**config.mk**
```make
export PLATFORM = sky130hd
export DESIGN_NAME = alu_arbiter
export DESIGN_NICKNAME = d
export VERILOG_FILES = /design/src/rtl/alu_arbiter.sv
export SDC_FILE = /design/constraint.sdc
export NUM_CORES = 1
export LEC_CHECK = 0
export BUFFER_PORTS_ARGS = -buffer_cell sky130_fd_sc_hd__buf_2
export CORE_MARGIN = 5
export CORE_UTILIZATION = 44
export CTS_CLUSTER_SIZE = 30
export DETAILED_ROUTE_END_ITERATION = 10
export PLACE_DENSITY_LB_ADDON = 0.3
export REMOVE_ABC_BUFFERS = 1
export SETUP_SLACK_MARGIN = 0.02
export SYNTH_ARGS = -nofsm -noshare
export SYNTH_HDL_FRONTEND = slang
export SYNTH_SLANG_ARGS = --single-unit
```
**constraint.sdc**
```tcl
create_clock -name CLK -period 4.2 [get_ports CLK]
set_input_delay 0.84 -clock CLK [delete_from_list [all_inputs] [get_ports CLK]]
set_output_delay 0.84 -clock CLK [all_outputs]
set_load 0.02 [all_outputs]
```
**src/rtl/alu_arbiter.sv**
```systemverilog
// alu_arbiter: lets two requesters (A = execute stage, B = address/branch unit)
// share one external combinational ALU. One operation is in flight at a time:
// accept (IDLE) -> drive the ALU for one cycle (EXEC) -> hold the registered
// result for the issuing requester (RESP) until that requester takes it.
//
// Build option: define ALU_ARB_ROUNDROBIN_EN to replace fixed A-first priority
// with a 1-bit round-robin pointer that favours the requester not granted last.
module alu_arbiter (
    input  logic        CLK,
    input  logic        RST,
    input  logic        REQ_VALID_A,
    output logic        REQ_READY_A,
    input  logic [31:0] REQ_X_A,
    input  logic [31:0] REQ_Y_A,
    input  logic [3:0]  REQ_CONTROL_A,
    input  logic        REQ_VALID_B,
    output logic        REQ_READY_B,
    input  logic [31:0] REQ_X_B,
    input  logic [31:0] REQ_Y_B,
    input  logic [3:0]  REQ_CONTROL_B,
    output logic        RSP_VALID_A,
    input  logic        RSP_READY_A,
    output logic        RSP_VALID_B,
    input  logic        RSP_READY_B,
    output logic [31:0] RSP_RESULTADO,
    output logic        RSP_ZERO,
    output logic [31:0] ALU_X,
    output logic [31:0] ALU_Y,
    output logic [3:0]  ALU_CONTROL,
    input  logic [31:0] ALU_RESULTADO,
    input  logic        ALU_ZERO,
    output logic        BUSY
);

    typedef enum logic [1:0] {
        IDLE = 2'd0,
        EXEC = 2'd1,
        RESP = 2'd2
    } state_t;

    state_t      state_q, state_d;
    logic        owner_q, owner_d;
    logic [31:0] x_q, x_d;
    logic [31:0] y_q, y_d;
    logic [3:0]  ctrl_q, ctrl_d;
    logic [31:0] result_q, result_d;
    logic        zero_q, zero_d;

    logic        grant_a;
    logic        grant_b;
    logic        handshake;
    logic        owner_rsp_ready;

`ifdef ALU_ARB_ROUNDROBIN_EN
    // 0 favours A, 1 favours B when both requesters are valid
    logic        prio_q, prio_d;

    // Round-robin grant: a lone requester always wins, a tie goes to the pointer
    always_comb begin
        grant_a = REQ_VALID_A & (~REQ_VALID_B | ~prio_q);
        grant_b = REQ_VALID_B & (~REQ_VALID_A | prio_q);
    end

    // After each accepted operation, point at the requester that lost out
    always_comb begin
        prio_d = prio_q;
        if (handshake) begin
            prio_d = REQ_READY_A;
        end
    end

    // Pointer register, back to favouring A on reset
    always_ff @(posedge CLK or posedge RST) begin
        if (RST) begin
            prio_q <= 1'b0;
        end else begin
            prio_q <= prio_d;
        end
    end
`else
    // Fixed priority grant: A always wins, B only when A is idle
    always_comb begin
        grant_a = REQ_VALID_A;
        grant_b = REQ_VALID_B & ~REQ_VALID_A;
    end
`endif

    // Accept only in IDLE and never while reset is held
    always_comb begin
        REQ_READY_A     = (state_q == IDLE) & grant_a & ~RST;
        REQ_READY_B     = (state_q == IDLE) & grant_b & ~RST;
        handshake       = REQ_READY_A | REQ_READY_B;
        owner_rsp_ready = owner_q ? RSP_READY_B : RSP_READY_A;
    end

    // Next-state, operand capture, ALU drive and response outputs
    always_comb begin
        state_d     = state_q;
        owner_d     = owner_q;
        x_d         = x_q;
        y_d         = y_q;
        ctrl_d      = ctrl_q;
        result_d    = result_q;
        zero_d      = zero_q;
        ALU_X       = 32'd0;
        ALU_Y       = 32'd0;
        ALU_CONTROL = 4'd0;
        RSP_VALID_A = 1'b0;
        RSP_VALID_B = 1'b0;
        case (state_q)
            IDLE: begin
                if (handshake) begin
                    state_d = EXEC;
                    owner_d = REQ_READY_B;
                    x_d     = REQ_READY_B ? REQ_X_B       : REQ_X_A;
                    y_d     = REQ_READY_B ? REQ_Y_B       : REQ_Y_A;
                    ctrl_d  = REQ_READY_B ? REQ_CONTROL_B : REQ_CONTROL_A;
                end
            end
            EXEC: begin
                ALU_X       = x_q;
                ALU_Y       = y_q;
                ALU_CONTROL = ctrl_q;
                result_d    = ALU_RESULTADO;
                zero_d      = ALU_ZERO;
                state_d     = RESP;
            end
            RESP: begin
                RSP_VALID_A = ~owner_q;
                RSP_VALID_B = owner_q;
                if (owner_rsp_ready) begin
                    state_d = IDLE;
                end
            end
            default: begin
                state_d = IDLE;
            end
        endcase
    end

    // State, operand and result registers; reset drops any operation in flight
    always_ff @(posedge CLK or posedge RST) begin
        if (RST) begin
            state_q  <= IDLE;
            owner_q  <= 1'b0;
            x_q      <= 32'd0;
            y_q      <= 32'd0;
            ctrl_q   <= 4'd0;
            result_q <= 32'd0;
            zero_q   <= 1'b0;
        end else begin
            state_q  <= state_d;
            owner_q  <= owner_d;
            x_q      <= x_d;
            y_q      <= y_d;
            ctrl_q   <= ctrl_d;
            result_q <= result_d;
            zero_q   <= zero_d;
        end
    end

    assign RSP_RESULTADO = result_q;
    assign RSP_ZERO      = zero_q;
    assign BUSY          = (state_q != IDLE);

endmodule

```
==> run metrics <==
Critical R2R Launch=state_q[0]; Max IR drop VDD=0.382 mV; Post-synth EDFFs=0; number of primary I/O pins=about 280; worst setup margin=between 1000 and 1500 ps; hold_buf cts=0; initial cell density of the core=44.8%; Least-Margin Pin Slew=1090 ps; Rel. slew slack=a little over a quarter; P_leak=between 3 and 4 nW; area leader, netlist=dfrtp_1; vias in the first global route=4396; Resize count post-CTS=0; R2R Setup Slk=roughly 2100 ps; Post-DP HPWL=around 10000 µm; Design Area, Final=6530 µm²; routability cong.=between 0.8 and 0.9; most numerous cell in the Yosys netlist=dfrtp_1; Max Slew Vio Count=0; Synth async-reset ratio=100%; Clk pin slew, worst setup/hold paths=roughly 90 ps; hold endpoint=x_q[17]; DR vias/cell=approximately 5.3; Synth area leaders=dfrtp_1 (54%), o2bb2ai_1 (11%), a22oi_1 (9.1%), and2_1 (8.8%), mux2_2 (7.9%); RSZ-0062 raised after global routing=no; Fillers=approximately 940; FF+latch count, synth=104; list of most frequent post-synthesis cells=dfrtp_1 (104), and2_1 (68), a22oi_1 (59), o2bb2ai_1 (59), mux2_2 (34); synth unique cells=22; post-DR wirelength/cell=between 15 and 20 µm; DRT antenna net count=0; clock sink count=around 100; total CTS buffers=9; Mapped Cells=around 410; Initial DRC Count=~210; min cycle time layout=roughly 3100 ps; die outline height=between 100 and 150 µm; period utilisation layout=73.8%; PwrDens=about 620 nW/µm²; area delta synth->final=34.4%; worst min path class=reg2reg; DRC viols=0; hold path startpoint=x_q[17]; data arrival time of the worst path=2260 ps; pre-CTS setup slack=1460 ps; Worst Setup Path Type=reg2out; Synth Warn #=0; multi-input logic area=2070 µm²; die area=~13000 µm²; Clock Skew=between 8 and 9 ps; total placed cells including tap cells=790; Clock Root Buffer=clkbuf_8; Primary FF master, synth=dfrtp_1; Nets=between 800 and 900; Crit path required time=around 3400 ps; Port Buffers=280; CP startpoint kind=flop; register area share after synthesis=a little over half; Horiz. Die Dim=between 100 and 150 µm; mapped cell area=between 4000 and 5000 µm²; first-pass GRT wire length=between 20000 and 25000 µm; DRT Pass-1 Iters=5; postcts setup bufs=0; FF-to-FF End=RSP_RESULTADO[3]; Pwr Total=about 4.1 mW; post-synth top area share=53.6%; number of cells on the worst reg-to-reg path=3; CTS tree=done; GRT overflow=0; DP Area=~6300 µm²; total core area=about 11000 µm²; layout cells sized above 1=between 50% and 60%; row count=38; pin count of the biggest net entering global routing=93; WHS Path Cells=1; Max FO, Critical Path=52; initial antenna violation count=1; Worst Hold Slack=487 ps; Mean Syn Cell Area=roughly 12 µm²; Final Hold Fails=0; Max Cap Viol=0; highest clock rate=0.323 GHz; status=completed; CTS H-tree depth=3; All-Layer GR Usage=roughly a fifth; fin cells=a little over 800; overall routed net length=~14000 µm; clock tree buffer depth=2; type of element capturing the critical path=primary output; Via Count=~4.2k; Clock Latency Late Sink=approximately 350 ps; Setup Viol. Count Final=0; Storage cell area=around 2600 µm²
[how the worst max path moves through the flow]
stage | from | endpoint | slack (ps) | cells past startpoint
final | state_q[0] | ALU_X[24] | 1100 | 4
after global routing | state_q[0] | ALU_Y[26] | 920 | 4
after CTS | state_q[0] | ALU_X[24] | 1080 | 4
after detailed placement | REQ_VALID_A | REQ_READY_B | 1460 | 4
after global placement | REQ_VALID_A | REQ_READY_B | 1460 | 4
after floorplan | state_q[1] | ALU_CONTROL[0] | -390 | 2
[cell usage in the layout (no fill, tap or decap)]
cell	netlist	final
mux2_2	34	34
o21bai_1	1	1
inv_1	4	3
clkbuf_1	24	1
clkbuf_8	0	10
a22oi_1	59	59
buf_4	0	6
and2_1	68	68
bufinv_16	0	1
buf_12	0	1
inv_4	0	1
buf_2	17	280
o2bb2ai_1	59	59
nand2_2	1	1
or2b_1	1	1
a21oi_1	2	2
nand2_1	2	2
clkinv_4	0	2
diode_2	0	1
clkinvlp_4	0	1
o221a_2	9	9
nor2_1	3	3
dfrtp_1	104	104
nor2b_4	0	2
or3_2	0	1
nor3_1	1	1
o32a_1	9	9
or2_2	2	2
nand2b_1	1	1
[power by group]
| part | leakage (nW) | switching (mW) | internal [mW] |
|---|---|---|---|
| combinational | 1.91 | 0.933 | 0.761 |
| sequential | 1.27 | 0.268 | 1.48 |
| clock | 0.0956 | 0.326 | 0.292 |
| total | 3.27 | 1.53 | 2.53 |
[critical path: stages, from the launching register on]
cell and delay, ps:
dfrtp_1 410, nor2b_4 790, buf_12 320, and2_1 180
buf_2 160
[cell families (layout without fill, tap and decap cells)]
group / Yosys count / in the layout / synth area share (%)
other: 0 / 1 / 0
and+or+nand+nor: 82 / 82 / 10.3
buffers and inverters: 46 / 306 / 4.15
DFF: 104 / 104 / 53.6
muxes: 34 / 34 / 7.88
AOI/OAI and AO/OA: 139 / 139 / 24.1
[final cells by class]
cell class | instances | share of cell area (%)
inverter | 4 | 0.268
antenna | 1 | 0.0383
multi-input combinational | 255 | 31.7
sequential | 104 | 39.9
clock inverter | 4 | 0.843
tap | 140 | 2.68
clock buffer | 11 | 2.17
timing repair buffer | 287 | 22.5
[per-layer routing]
| metal | global-route usage (%) | vias to the layer above | share of wire, % |
|---|---|---|---|
| met3 | 3.79 | 14 | 5.8 |
| li1 | - | 2037 | - |
| met2 | 36.5 | 140 | 52 |
| met5 | 0 | - | 0 |
| met4 | 5.32 | 0 | 1.3 |
| met1 | 25.2 | 2044 | 41 |
[flip-flops by register name (all words and copies together) (netlist names)]
register       flops
RSP_ZERO           1
state_q            2
y_q               32
x_q               32
owner_q            1
RSP_RESULTADO     32
ctrl_q             4
[metrics by stage]
step | util (%) | TNS [ps]
finish | 60.2 | 0
global route | 60.2 | 0
CTS | 60.2 | 0
detailed placement | 58.4 | 0
global placement | 58.4 | 0
floorplan | - | -26800
Power figures use the tool's default switching activity.
